$ cat src/rtl/vram_arb_pkg.sv
// Shared widths and return-owner type for the VRAM arbiter.
package vram_arb_pkg;

    localparam int unsigned VRAM_AW = 16;
    localparam int unsigned VRAM_DW = 16;
    localparam int unsigned VRAM_MW = 4;

    typedef enum logic [1:0] {
        OWN_VGEN,
        OWN_REGS,
        OWN_BLIT
    } vram_owner_t;

endpackage

$ cat src/rtl/vram_arb_if.sv
// Requester, VRAM-port and stall-statistics signals of the VRAM arbiter.
interface vram_arb_if #(
    parameter int unsigned STALL_W = 16
);
    import vram_arb_pkg::*;

    logic               vgen_sel_i;
    logic [VRAM_AW-1:0] vgen_addr_i;
    logic               vgen_rd_valid_o;

    logic               regs_sel_i;
    logic               regs_wr_i;
    logic [VRAM_MW-1:0] regs_mask_i;
    logic [VRAM_AW-1:0] regs_addr_i;
    logic [VRAM_DW-1:0] regs_data_i;
    logic               regs_ack_o;
    logic               regs_rd_valid_o;

    logic               blit_sel_i;
    logic               blit_wr_i;
    logic [VRAM_MW-1:0] blit_mask_i;
    logic [VRAM_AW-1:0] blit_addr_i;
    logic [VRAM_DW-1:0] blit_data_i;
    logic               blit_ack_o;
    logic               blit_rd_valid_o;

    logic [VRAM_DW-1:0] rd_data_o;

    logic               vram_sel_o;
    logic               vram_wr_o;
    logic [VRAM_MW-1:0] vram_mask_o;
    logic [VRAM_AW-1:0] vram_addr_o;
    logic [VRAM_DW-1:0] vram_data_o;
    logic [VRAM_DW-1:0] vram_data_i;

    logic               stall_clr_i;
    logic [STALL_W-1:0] regs_stall_o;
    logic [STALL_W-1:0] blit_stall_o;

    modport slave (
        input  vgen_sel_i, vgen_addr_i,
        input  regs_sel_i, regs_wr_i, regs_mask_i, regs_addr_i, regs_data_i,
        input  blit_sel_i, blit_wr_i, blit_mask_i, blit_addr_i, blit_data_i,
        input  vram_data_i, stall_clr_i,
        output vgen_rd_valid_o, regs_ack_o, regs_rd_valid_o, blit_ack_o, blit_rd_valid_o,
        output rd_data_o, vram_sel_o, vram_wr_o, vram_mask_o, vram_addr_o, vram_data_o,
        output regs_stall_o, blit_stall_o
    );

    modport master (
        output vgen_sel_i, vgen_addr_i,
        output regs_sel_i, regs_wr_i, regs_mask_i, regs_addr_i, regs_data_i,
        output blit_sel_i, blit_wr_i, blit_mask_i, blit_addr_i, blit_data_i,
        output vram_data_i, stall_clr_i,
        input  vgen_rd_valid_o, regs_ack_o, regs_rd_valid_o, blit_ack_o, blit_rd_valid_o,
        input  rd_data_o, vram_sel_o, vram_wr_o, vram_mask_o, vram_addr_o, vram_data_o,
        input  regs_stall_o, blit_stall_o
    );

endinterface

$ cat src/rtl/vram_arb.sv
// VRAM arbiter: vgen has absolute priority, regs and blit share the rest round-robin.
// Stall counters are built only when VRAM_ARB_STATS_EN is defined.
module vram_arb
    import vram_arb_pkg::*;
#(
    parameter int unsigned STALL_W = 16
) (
    input  logic      clk,
    input  logic      reset_n,
    vram_arb_if.slave bus
);

    logic        gnt_vgen;
    logic        gnt_regs;
    logic        gnt_blit;
    logic        last_blit;
    logic        rd_valid;
    logic        rd_valid_next;
    vram_owner_t rd_owner;
    vram_owner_t rd_owner_next;

    // On a regs/blit tie the requester that did not win last time goes first.
    always_comb begin
        gnt_vgen = bus.vgen_sel_i;
        gnt_regs = !bus.vgen_sel_i && bus.regs_sel_i && (!bus.blit_sel_i || last_blit);
        gnt_blit = !bus.vgen_sel_i && bus.blit_sel_i && (!bus.regs_sel_i || !last_blit);
    end

    always_comb begin
        bus.vram_sel_o  = 1'b0;
        bus.vram_wr_o   = 1'b0;
        bus.vram_mask_o = '0;
        bus.vram_addr_o = '0;
        bus.vram_data_o = '0;
        if (gnt_vgen) begin
            bus.vram_sel_o  = 1'b1;
            bus.vram_addr_o = bus.vgen_addr_i;
        end else if (gnt_regs) begin
            bus.vram_sel_o  = 1'b1;
            bus.vram_wr_o   = bus.regs_wr_i;
            bus.vram_mask_o = bus.regs_mask_i;
            bus.vram_addr_o = bus.regs_addr_i;
            bus.vram_data_o = bus.regs_data_i;
        end else if (gnt_blit) begin
            bus.vram_sel_o  = 1'b1;
            bus.vram_wr_o   = bus.blit_wr_i;
            bus.vram_mask_o = bus.blit_mask_i;
            bus.vram_addr_o = bus.blit_addr_i;
            bus.vram_data_o = bus.blit_data_i;
        end
    end

    always_comb begin
        rd_valid_next = 1'b0;
        rd_owner_next = rd_owner;
        if (gnt_vgen) begin
            rd_valid_next = 1'b1;
            rd_owner_next = OWN_VGEN;
        end else if (gnt_regs && !bus.regs_wr_i) begin
            rd_valid_next = 1'b1;
            rd_owner_next = OWN_REGS;
        end else if (gnt_blit && !bus.blit_wr_i) begin
            rd_valid_next = 1'b1;
            rd_owner_next = OWN_BLIT;
        end
    end

    always_ff @(posedge clk or negedge reset_n) begin
        if (!reset_n) begin
            rd_valid  <= 1'b0;
            rd_owner  <= OWN_VGEN;
            last_blit <= 1'b1;
        end else begin
            rd_valid <= rd_valid_next;
            rd_owner <= rd_owner_next;
            if (gnt_regs) begin
                last_blit <= 1'b0;
            end else if (gnt_blit) begin
                last_blit <= 1'b1;
            end
        end
    end

    assign bus.regs_ack_o      = gnt_regs;
    assign bus.blit_ack_o      = gnt_blit;
    assign bus.vgen_rd_valid_o = rd_valid && (rd_owner == OWN_VGEN);
    assign bus.regs_rd_valid_o = rd_valid && (rd_owner == OWN_REGS);
    assign bus.blit_rd_valid_o = rd_valid && (rd_owner == OWN_BLIT);
    assign bus.rd_data_o       = bus.vram_data_i;

`ifdef VRAM_ARB_STATS_EN
    logic [STALL_W-1:0] regs_stall;
    logic [STALL_W-1:0] blit_stall;

    // Clear wins over counting; counts saturate at all-ones.
    always_ff @(posedge clk or negedge reset_n) begin
        if (!reset_n) begin
            regs_stall <= '0;
            blit_stall <= '0;
        end else if (bus.stall_clr_i) begin
            regs_stall <= '0;
            blit_stall <= '0;
        end else begin
            if (bus.regs_sel_i && !gnt_regs && (regs_stall != '1)) begin
                regs_stall <= regs_stall + STALL_W'(1);
            end
            if (bus.blit_sel_i && !gnt_blit && (blit_stall != '1)) begin
                blit_stall <= blit_stall + STALL_W'(1);
            end
        end
    end

    assign bus.regs_stall_o = regs_stall;
    assign bus.blit_stall_o = blit_stall;
`else
    logic unused_stall_clr;
    assign unused_stall_clr  = bus.stall_clr_i;
    assign bus.regs_stall_o  = '0;
    assign bus.blit_stall_o  = '0;
`endif

`ifndef SYNTHESIS
    a_regs_hold: assert property (@(posedge clk) disable iff (!reset_n)
        (bus.regs_sel_i && !bus.regs_ack_o) |=> bus.regs_sel_i);
    a_blit_hold: assert property (@(posedge clk) disable iff (!reset_n)
        (bus.blit_sel_i && !bus.blit_ack_o) |=> bus.blit_sel_i);
    a_one_ack: assert property (@(posedge clk) disable iff (!reset_n)
        $onehot0({bus.regs_ack_o, bus.blit_ack_o}));
    a_one_valid: assert property (@(posedge clk) disable iff (!reset_n)
        $onehot0({bus.vgen_rd_valid_o, bus.regs_rd_valid_o, bus.blit_rd_valid_o}));
`endif

endmodule

$ cat src/flat_wrapper.sv
// flat-port wrapper written by rule: the top's interface ports become plain ports
module vram_arb_flat import vram_arb_pkg::*;
#(
    parameter int unsigned STALL_W = 16
)
  (clk, reset_n, bus_vgen_sel_i, bus_vgen_addr_i, bus_regs_sel_i, bus_regs_wr_i, bus_regs_mask_i, bus_regs_addr_i, bus_regs_data_i, bus_blit_sel_i, bus_blit_wr_i, bus_blit_mask_i, bus_blit_addr_i, bus_blit_data_i, bus_vram_data_i, bus_stall_clr_i, bus_vgen_rd_valid_o, bus_regs_ack_o, bus_regs_rd_valid_o, bus_blit_ack_o, bus_blit_rd_valid_o, bus_rd_data_o, bus_vram_sel_o, bus_vram_wr_o, bus_vram_mask_o, bus_vram_addr_o, bus_vram_data_o, bus_regs_stall_o, bus_blit_stall_o);
  vram_arb_if #(.STALL_W(STALL_W)) bus_i ();
  input  logic clk;
  input  logic reset_n;
  input wire logic [$bits(bus_i.vgen_sel_i)-1:0] bus_vgen_sel_i;
  input wire logic [$bits(bus_i.vgen_addr_i)-1:0] bus_vgen_addr_i;
  input wire logic [$bits(bus_i.regs_sel_i)-1:0] bus_regs_sel_i;
  input wire logic [$bits(bus_i.regs_wr_i)-1:0] bus_regs_wr_i;
  input wire logic [$bits(bus_i.regs_mask_i)-1:0] bus_regs_mask_i;
  input wire logic [$bits(bus_i.regs_addr_i)-1:0] bus_regs_addr_i;
  input wire logic [$bits(bus_i.regs_data_i)-1:0] bus_regs_data_i;
  input wire logic [$bits(bus_i.blit_sel_i)-1:0] bus_blit_sel_i;
  input wire logic [$bits(bus_i.blit_wr_i)-1:0] bus_blit_wr_i;
  input wire logic [$bits(bus_i.blit_mask_i)-1:0] bus_blit_mask_i;
  input wire logic [$bits(bus_i.blit_addr_i)-1:0] bus_blit_addr_i;
  input wire logic [$bits(bus_i.blit_data_i)-1:0] bus_blit_data_i;
  input wire logic [$bits(bus_i.vram_data_i)-1:0] bus_vram_data_i;
  input wire logic [$bits(bus_i.stall_clr_i)-1:0] bus_stall_clr_i;
  output wire logic [$bits(bus_i.vgen_rd_valid_o)-1:0] bus_vgen_rd_valid_o;
  output wire logic [$bits(bus_i.regs_ack_o)-1:0] bus_regs_ack_o;
  output wire logic [$bits(bus_i.regs_rd_valid_o)-1:0] bus_regs_rd_valid_o;
  output wire logic [$bits(bus_i.blit_ack_o)-1:0] bus_blit_ack_o;
  output wire logic [$bits(bus_i.blit_rd_valid_o)-1:0] bus_blit_rd_valid_o;
  output wire logic [$bits(bus_i.rd_data_o)-1:0] bus_rd_data_o;
  output wire logic [$bits(bus_i.vram_sel_o)-1:0] bus_vram_sel_o;
  output wire logic [$bits(bus_i.vram_wr_o)-1:0] bus_vram_wr_o;
  output wire logic [$bits(bus_i.vram_mask_o)-1:0] bus_vram_mask_o;
  output wire logic [$bits(bus_i.vram_addr_o)-1:0] bus_vram_addr_o;
  output wire logic [$bits(bus_i.vram_data_o)-1:0] bus_vram_data_o;
  output wire logic [$bits(bus_i.regs_stall_o)-1:0] bus_regs_stall_o;
  output wire logic [$bits(bus_i.blit_stall_o)-1:0] bus_blit_stall_o;
  assign bus_i.vgen_sel_i = bus_vgen_sel_i;
  assign bus_i.vgen_addr_i = bus_vgen_addr_i;
  assign bus_i.regs_sel_i = bus_regs_sel_i;
  assign bus_i.regs_wr_i = bus_regs_wr_i;
  assign bus_i.regs_mask_i = bus_regs_mask_i;
  assign bus_i.regs_addr_i = bus_regs_addr_i;
  assign bus_i.regs_data_i = bus_regs_data_i;
  assign bus_i.blit_sel_i = bus_blit_sel_i;
  assign bus_i.blit_wr_i = bus_blit_wr_i;
  assign bus_i.blit_mask_i = bus_blit_mask_i;
  assign bus_i.blit_addr_i = bus_blit_addr_i;
  assign bus_i.blit_data_i = bus_blit_data_i;
  assign bus_i.vram_data_i = bus_vram_data_i;
  assign bus_i.stall_clr_i = bus_stall_clr_i;
  assign bus_vgen_rd_valid_o = bus_i.vgen_rd_valid_o;
  assign bus_regs_ack_o = bus_i.regs_ack_o;
  assign bus_regs_rd_valid_o = bus_i.regs_rd_valid_o;
  assign bus_blit_ack_o = bus_i.blit_ack_o;
  assign bus_blit_rd_valid_o = bus_i.blit_rd_valid_o;
  assign bus_rd_data_o = bus_i.rd_data_o;
  assign bus_vram_sel_o = bus_i.vram_sel_o;
  assign bus_vram_wr_o = bus_i.vram_wr_o;
  assign bus_vram_mask_o = bus_i.vram_mask_o;
  assign bus_vram_addr_o = bus_i.vram_addr_o;
  assign bus_vram_data_o = bus_i.vram_data_o;
  assign bus_regs_stall_o = bus_i.regs_stall_o;
  assign bus_blit_stall_o = bus_i.blit_stall_o;
  vram_arb #(.STALL_W(STALL_W)) u_core (.clk(clk), .reset_n(reset_n), .bus(bus_i));
endmodule
$ cat config.mk
export PLATFORM = sky130hd
export DESIGN_NAME = vram_arb_flat
export DESIGN_NICKNAME = d
export VERILOG_FILES = /design/src/rtl/vram_arb_pkg.sv /design/src/rtl/vram_arb_if.sv /design/src/rtl/vram_arb.sv /design/src/flat_wrapper.sv
export SDC_FILE = /design/constraint.sdc
export NUM_CORES = 1
export LEC_CHECK = 0
export CORE_MARGIN = 3
export CORE_UTILIZATION = 19
export DETAILED_ROUTE_END_ITERATION = 12
export GPL_TIMING_DRIVEN = 0
export PLACE_DENSITY = 0.9
export SLEW_MARGIN = 5
export SYNTH_ARGS = -nofsm -noshare
export SYNTH_HDL_FRONTEND = slang
export SYNTH_SLANG_ARGS = --single-unit
$ cat constraint.sdc
create_clock -name clk -period 1.52 [get_ports clk]
set_input_delay 0.456 -clock clk [delete_from_list [all_inputs] [get_ports clk]]
set_output_delay 0.456 -clock clk [all_outputs]
set_load 0.005 [all_outputs]
==> impl_metrics.prom <==
# TYPE chip_impl_metric gauge
chip_impl_info{name="crit-reg2reg-capture",value="u_core.rd_owner[0]$_DFFE_PN0P_"} 1
chip_impl_info{name="mostFrequentLayoutCells",value="sky130_fd_sc_hd__clkdlybuf4s50_1, sky130_fd_sc_hd__buf_4, sky130_fd_sc_hd__buf_2"} 1
chip_impl_metric{name="timing_max_transition_violations_final",unit=""} 0
chip_impl_metric{name="ports",unit=""} 203
chip_impl_metric{name="ys_ff_latch",unit=""} 4
chip_impl_metric{name="achievable-frequency",unit="MHz"} 454
chip_impl_metric{name="layout_min_cycle_time",unit="ns"} 2.20
chip_impl_metric{name="post_synth_inst_count",unit=""} 134
chip_impl_metric{name="initial_core_util",unit="%"} 20.0
chip_impl_info{name="ys_top_cells_by_area",value="sky130_fd_sc_hd__buf_4, sky130_fd_sc_hd__a22o_1, sky130_fd_sc_hd__a221o_1"} 1
chip_impl_metric{name="core.rowCount",unit=""} 27
chip_impl_info{name="crit_family",value="buffers and inverters"} 1
chip_impl_metric{name="ir_drop",unit="mV"} 0.300
chip_impl_metric{name="cts.reportedPaths.clkPinSlew",unit="ns"} 0.03
chip_impl_metric{name="antenna_violations_before_repair",unit=""} 0
chip_impl_metric{name="hold_slack",unit="ns"} 0.444
chip_impl_metric{name="timing.critical_path.fanout_max",unit=""} 4
chip_impl_metric{name="preCtsSetupSlack",unit="ns"} -1.26
chip_impl_metric{name="portBuffers",unit=""} 153
chip_impl_metric{name="nets",unit=""} 477
chip_impl_info{name="critical_path.slowest_cell",value="sky130_fd_sc_hd__dfstp_2"} 1
chip_impl_metric{name="dieHeight",unit="um"} 82.9
chip_impl_metric{name="cts_made_buffers",unit=""} 3
chip_impl_metric{name="sink_count",unit=""} 4
chip_impl_info{name="layout.cells.most_common",value="sky130_fd_sc_hd__clkdlybuf4s50_1"} 1
chip_impl_metric{name="worst-endpoint-arrival",unit="ns"} 1.75
chip_impl_metric{name="worst_reg2reg_setup_slack",unit="ns"} 0.10
chip_impl_metric{name="coreArea",unit="sq mm"} 0.00561
chip_impl_metric{name="grt_start_max_net_pins",unit=""} 11
chip_impl_info{name="critical_path.startpoint_type",value="flop"} 1
chip_impl_metric{name="critical_path_depth",unit=""} 7
chip_impl_metric{name="global_route_wire_length_before_repair",unit="mm"} 9.95
chip_impl_metric{name="detail_route.drc_violations",unit=""} 0
chip_impl_info{name="clock-root-buffer",value="sky130_fd_sc_hd__clkbuf_8"} 1
chip_impl_info{name="crit_type",value="flop to output port"} 1
chip_impl_metric{name="synthDominantCellAreaShare",unit="%"} 32.8
chip_impl_metric{name="synthToLayoutAreaGrowth",unit="%"} 189
chip_impl_info{name="run_status",value="finished with violations"} 1
chip_impl_info{name="critical_r2r_launch",value="u_core.last_blit$_DFFE_PN1P_"} 1
chip_impl_metric{name="fp.dieW",unit="um"} 82.9
chip_impl_metric{name="drt_first_pass_iters",unit=""} 4
chip_impl_metric{name="max_cap_violations",unit=""} 0
chip_impl_info{name="grt_setup_unrepaired",value="true"} 1
chip_impl_metric{name="leakage",unit="nW"} 1.64
chip_impl_metric{name="drt-vias-per-instance",unit=""} 4.10
chip_impl_metric{name="routed_wl",unit="mm"} 6.38
chip_impl_metric{name="clock_tree.buffer_depth",unit=""} 2
chip_impl_metric{name="fp.dieArea",unit="sq mm"} 0.00686
chip_impl_metric{name="slowest_delay",unit="ns"} 0.55
chip_impl_metric{name="synth_seq_area_share",unit="%"} 9.03
chip_impl_metric{name="final-hold-violation-count",unit=""} 0
chip_impl_info{name="crit_chain",value="buf_6 -> a21oi_4 -> buf_6 -> buf_6 -> buf_4 -> a221o_1 -> buf_2"} 1
chip_impl_metric{name="ant_nets",unit=""} 0
chip_impl_metric{name="place_hpwl",unit="mm"} 4.93
chip_impl_info{name="timing.hold.worst.class",value="input pin to async pin"} 1
chip_impl_metric{name="detailedRoute.firstIterationViolations",unit=""} 21
chip_impl_metric{name="pwr_density_cell",unit="mW/mm^2"} 416
chip_impl_metric{name="crit_path_setup_slack_layout",unit="ns"} -0.683
chip_impl_metric{name="insertion_delay",unit="ns"} 0.22
chip_impl_info{name="endpoint_kind",value="output port"} 1
chip_impl_info{name="violations_in_the_final_reports",value="negative setup slack"} 1
chip_impl_metric{name="critPathBufInv",unit=""} 5
chip_impl_metric{name="cts.hold.buffers_added",unit=""} 0
chip_impl_info{name="cts_tree",value="yes"} 1
chip_impl_metric{name="antenna_cells_inserted",unit=""} 0
chip_impl_metric{name="num_vias",unit=""} 1786
chip_impl_metric{name="synth_area_per_cell",unit="sq um"} 8.38
chip_impl_metric{name="routed_wire_length_per_instance",unit="um"} 14.6
chip_impl_metric{name="fillCellCount",unit=""} 501
chip_impl_metric{name="gp_congestion",unit=""} 0.832
chip_impl_metric{name="finalCritPeriodShare",unit="%"} 145
chip_impl_metric{name="setup-violations-final",unit=""} 40
chip_impl_metric{name="worst-r2r-cell-count",unit=""} 6
chip_impl_metric{name="grt_pass1_vias",unit=""} 1879
chip_impl_metric{name="netlist_area",unit="sq mm"} 0.00112
chip_impl_metric{name="cp.required",unit="ns"} 1.06
chip_impl_metric{name="yosysWarningCount",unit=""} 0
chip_impl_info{name="crit_path_start",value="u_core.last_blit$_DFFE_PN1P_"} 1
chip_impl_metric{name="globalRouteOverflowTotal",unit=""} 0
chip_impl_info{name="synth.largest_area_cell",value="sky130_fd_sc_hd__buf_4"} 1
chip_impl_metric{name="layout-drive-gt1-share",unit="%"} 44.8
chip_impl_metric{name="fin_worst_skew",unit="ns"} 0.000289
chip_impl_metric{name="synth_cell_types",unit=""} 24
chip_impl_metric{name="htree_levels",unit=""} 1
chip_impl_metric{name="grt.total_usage",unit="%"} 17.6
chip_impl_info{name="crit_path_frequent_cell",value="sky130_fd_sc_hd__buf_6"} 1
-- cell type report --
cell class	instances	area, sq um	share of cell area (%)
Inverter	1	3.75	0.116
Multi-Input combinational cell	102	741	22.9
Sequential cell	4	101	3.13
Buffer	58	502	15.5
Clock buffer	4	45.0	1.39
Timing Repair Buffer	195	1760	54.2
Tap cell	72	90.1	2.78
-- where the power goes --
part | switching (mW) | internal (mW) | leakage [nW]
combinational | 0.295 | 0.672 | 1.57
sequential | 0.0106 | 0.122 | 0.0485
clock | 0.0689 | 0.180 | 0.0228
-- metal layers --
metal | vias to the layer above | share of wire (%) | track usage [%]
met1 | 804 | 38 | 19.2
met5 | - | 0 | 0
li1 | 876 | - | -
met2 | 99 | 53 | 33.9
met3 | 7 | 7.7 | 3.37
met4 | 0 | 1.5 | 5.50
-- through the flow --
stage	instances	setup TNS (ns)	utilization [%]	cell area, sq um	power [mW]
6_report	436	-22.37	57.8	3240	1.35
5_1_grt	436	-24.92	57.8	3240	1.44
4_1_cts	430	-22.99	56.8	3190	1.32
3_5_place_dp	390	-46.72	52.1	2920	1.00
3_3_place_gp	390	-46.03	52.1	2920	0.991
2_1_floorplan	165	-2.86	-	1300	0.470
-- synthesized netlist by cell type --
cell type / n
sky130_fd_sc_hd__conb_1: 1
sky130_fd_sc_hd__nor2b_4: 1
sky130_fd_sc_hd__buf_8: 1
sky130_fd_sc_hd__and2_1: 16
sky130_fd_sc_hd__a221o_1: 16
sky130_fd_sc_hd__and3b_1: 2
sky130_fd_sc_hd__a211oi_1: 1
sky130_fd_sc_hd__inv_1: 1
sky130_fd_sc_hd__dfstp_2: 1
sky130_fd_sc_hd__nand2b_1: 5
sky130_fd_sc_hd__a22o_1: 21
sky130_fd_sc_hd__buf_6: 4
sky130_fd_sc_hd__o21ai_0: 1
sky130_fd_sc_hd__a21oi_2: 1
sky130_fd_sc_hd__buf_4: 49
sky130_fd_sc_hd__o21a_1: 1
sky130_fd_sc_hd__or3_1: 1
sky130_fd_sc_hd__buf_2: 2
sky130_fd_sc_hd__nor3b_1: 1
sky130_fd_sc_hd__clkbuf_1: 2
sky130_fd_sc_hd__o2bb2ai_1: 1
sky130_fd_sc_hd__a31oi_1: 1
sky130_fd_sc_hd__nand2_1: 1
sky130_fd_sc_hd__dfrtp_1: 3
-- flip-flops by register name, summed over array words and instances, names as in the netlist --
register          cells
u_core.rd_owner       2
u_core.rd_valid       1
u_core.last_blit      1
-- worst max-delay path by stage --
| stage | end | slack [ns] |
|---|---|---|
| after floorplan | bus_vram_data_o[0] | -0.13 |
| after global placement | bus_vram_data_o[6] | -1.25 |
| after detailed placement | bus_vram_data_o[6] | -1.26 |
| after CTS | bus_vram_addr_o[8] | -0.67 |
| after global routing | bus_vram_mask_o[0] | -0.72 |
| final | bus_vram_addr_o[6] | -0.68 |
-- worst register-to-register path: cells and delay by family (launching register included) --
kind / cells / cell delay, ns
buffers and inverters: 3 / 0.34
AO/OA/AOI/OAI: 1 / 0.10
flip-flops: 1 / 0.55
AND/OR/NAND/NOR: 2 / 0.35
-- kinds of logic (layout without fill, tap and decap cells) --
| family | count (synthesis) | in the layout | share of synthesized area (%) |
|---|---|---|---|
| AOI/OAI and AO/OA | 43 | 43 | 34.6 |
| buffers and inverters | 59 | 258 | 40.0 |
| DFF | 4 | 4 | 9.03 |
| and+or+nand+nor | 27 | 27 | 16.1 |
| other | 1 | 32 | 0.334 |
-- timing repair --
action	in CTS	in global routing
setup buffers	36	8
cloned	1	1
pin swaps	13	14
endpoints found under the hold margin	0	0
gates resized for setup	195	24
endpoints found under the setup margin	44	43
Power figures use the tool's default switching activity.
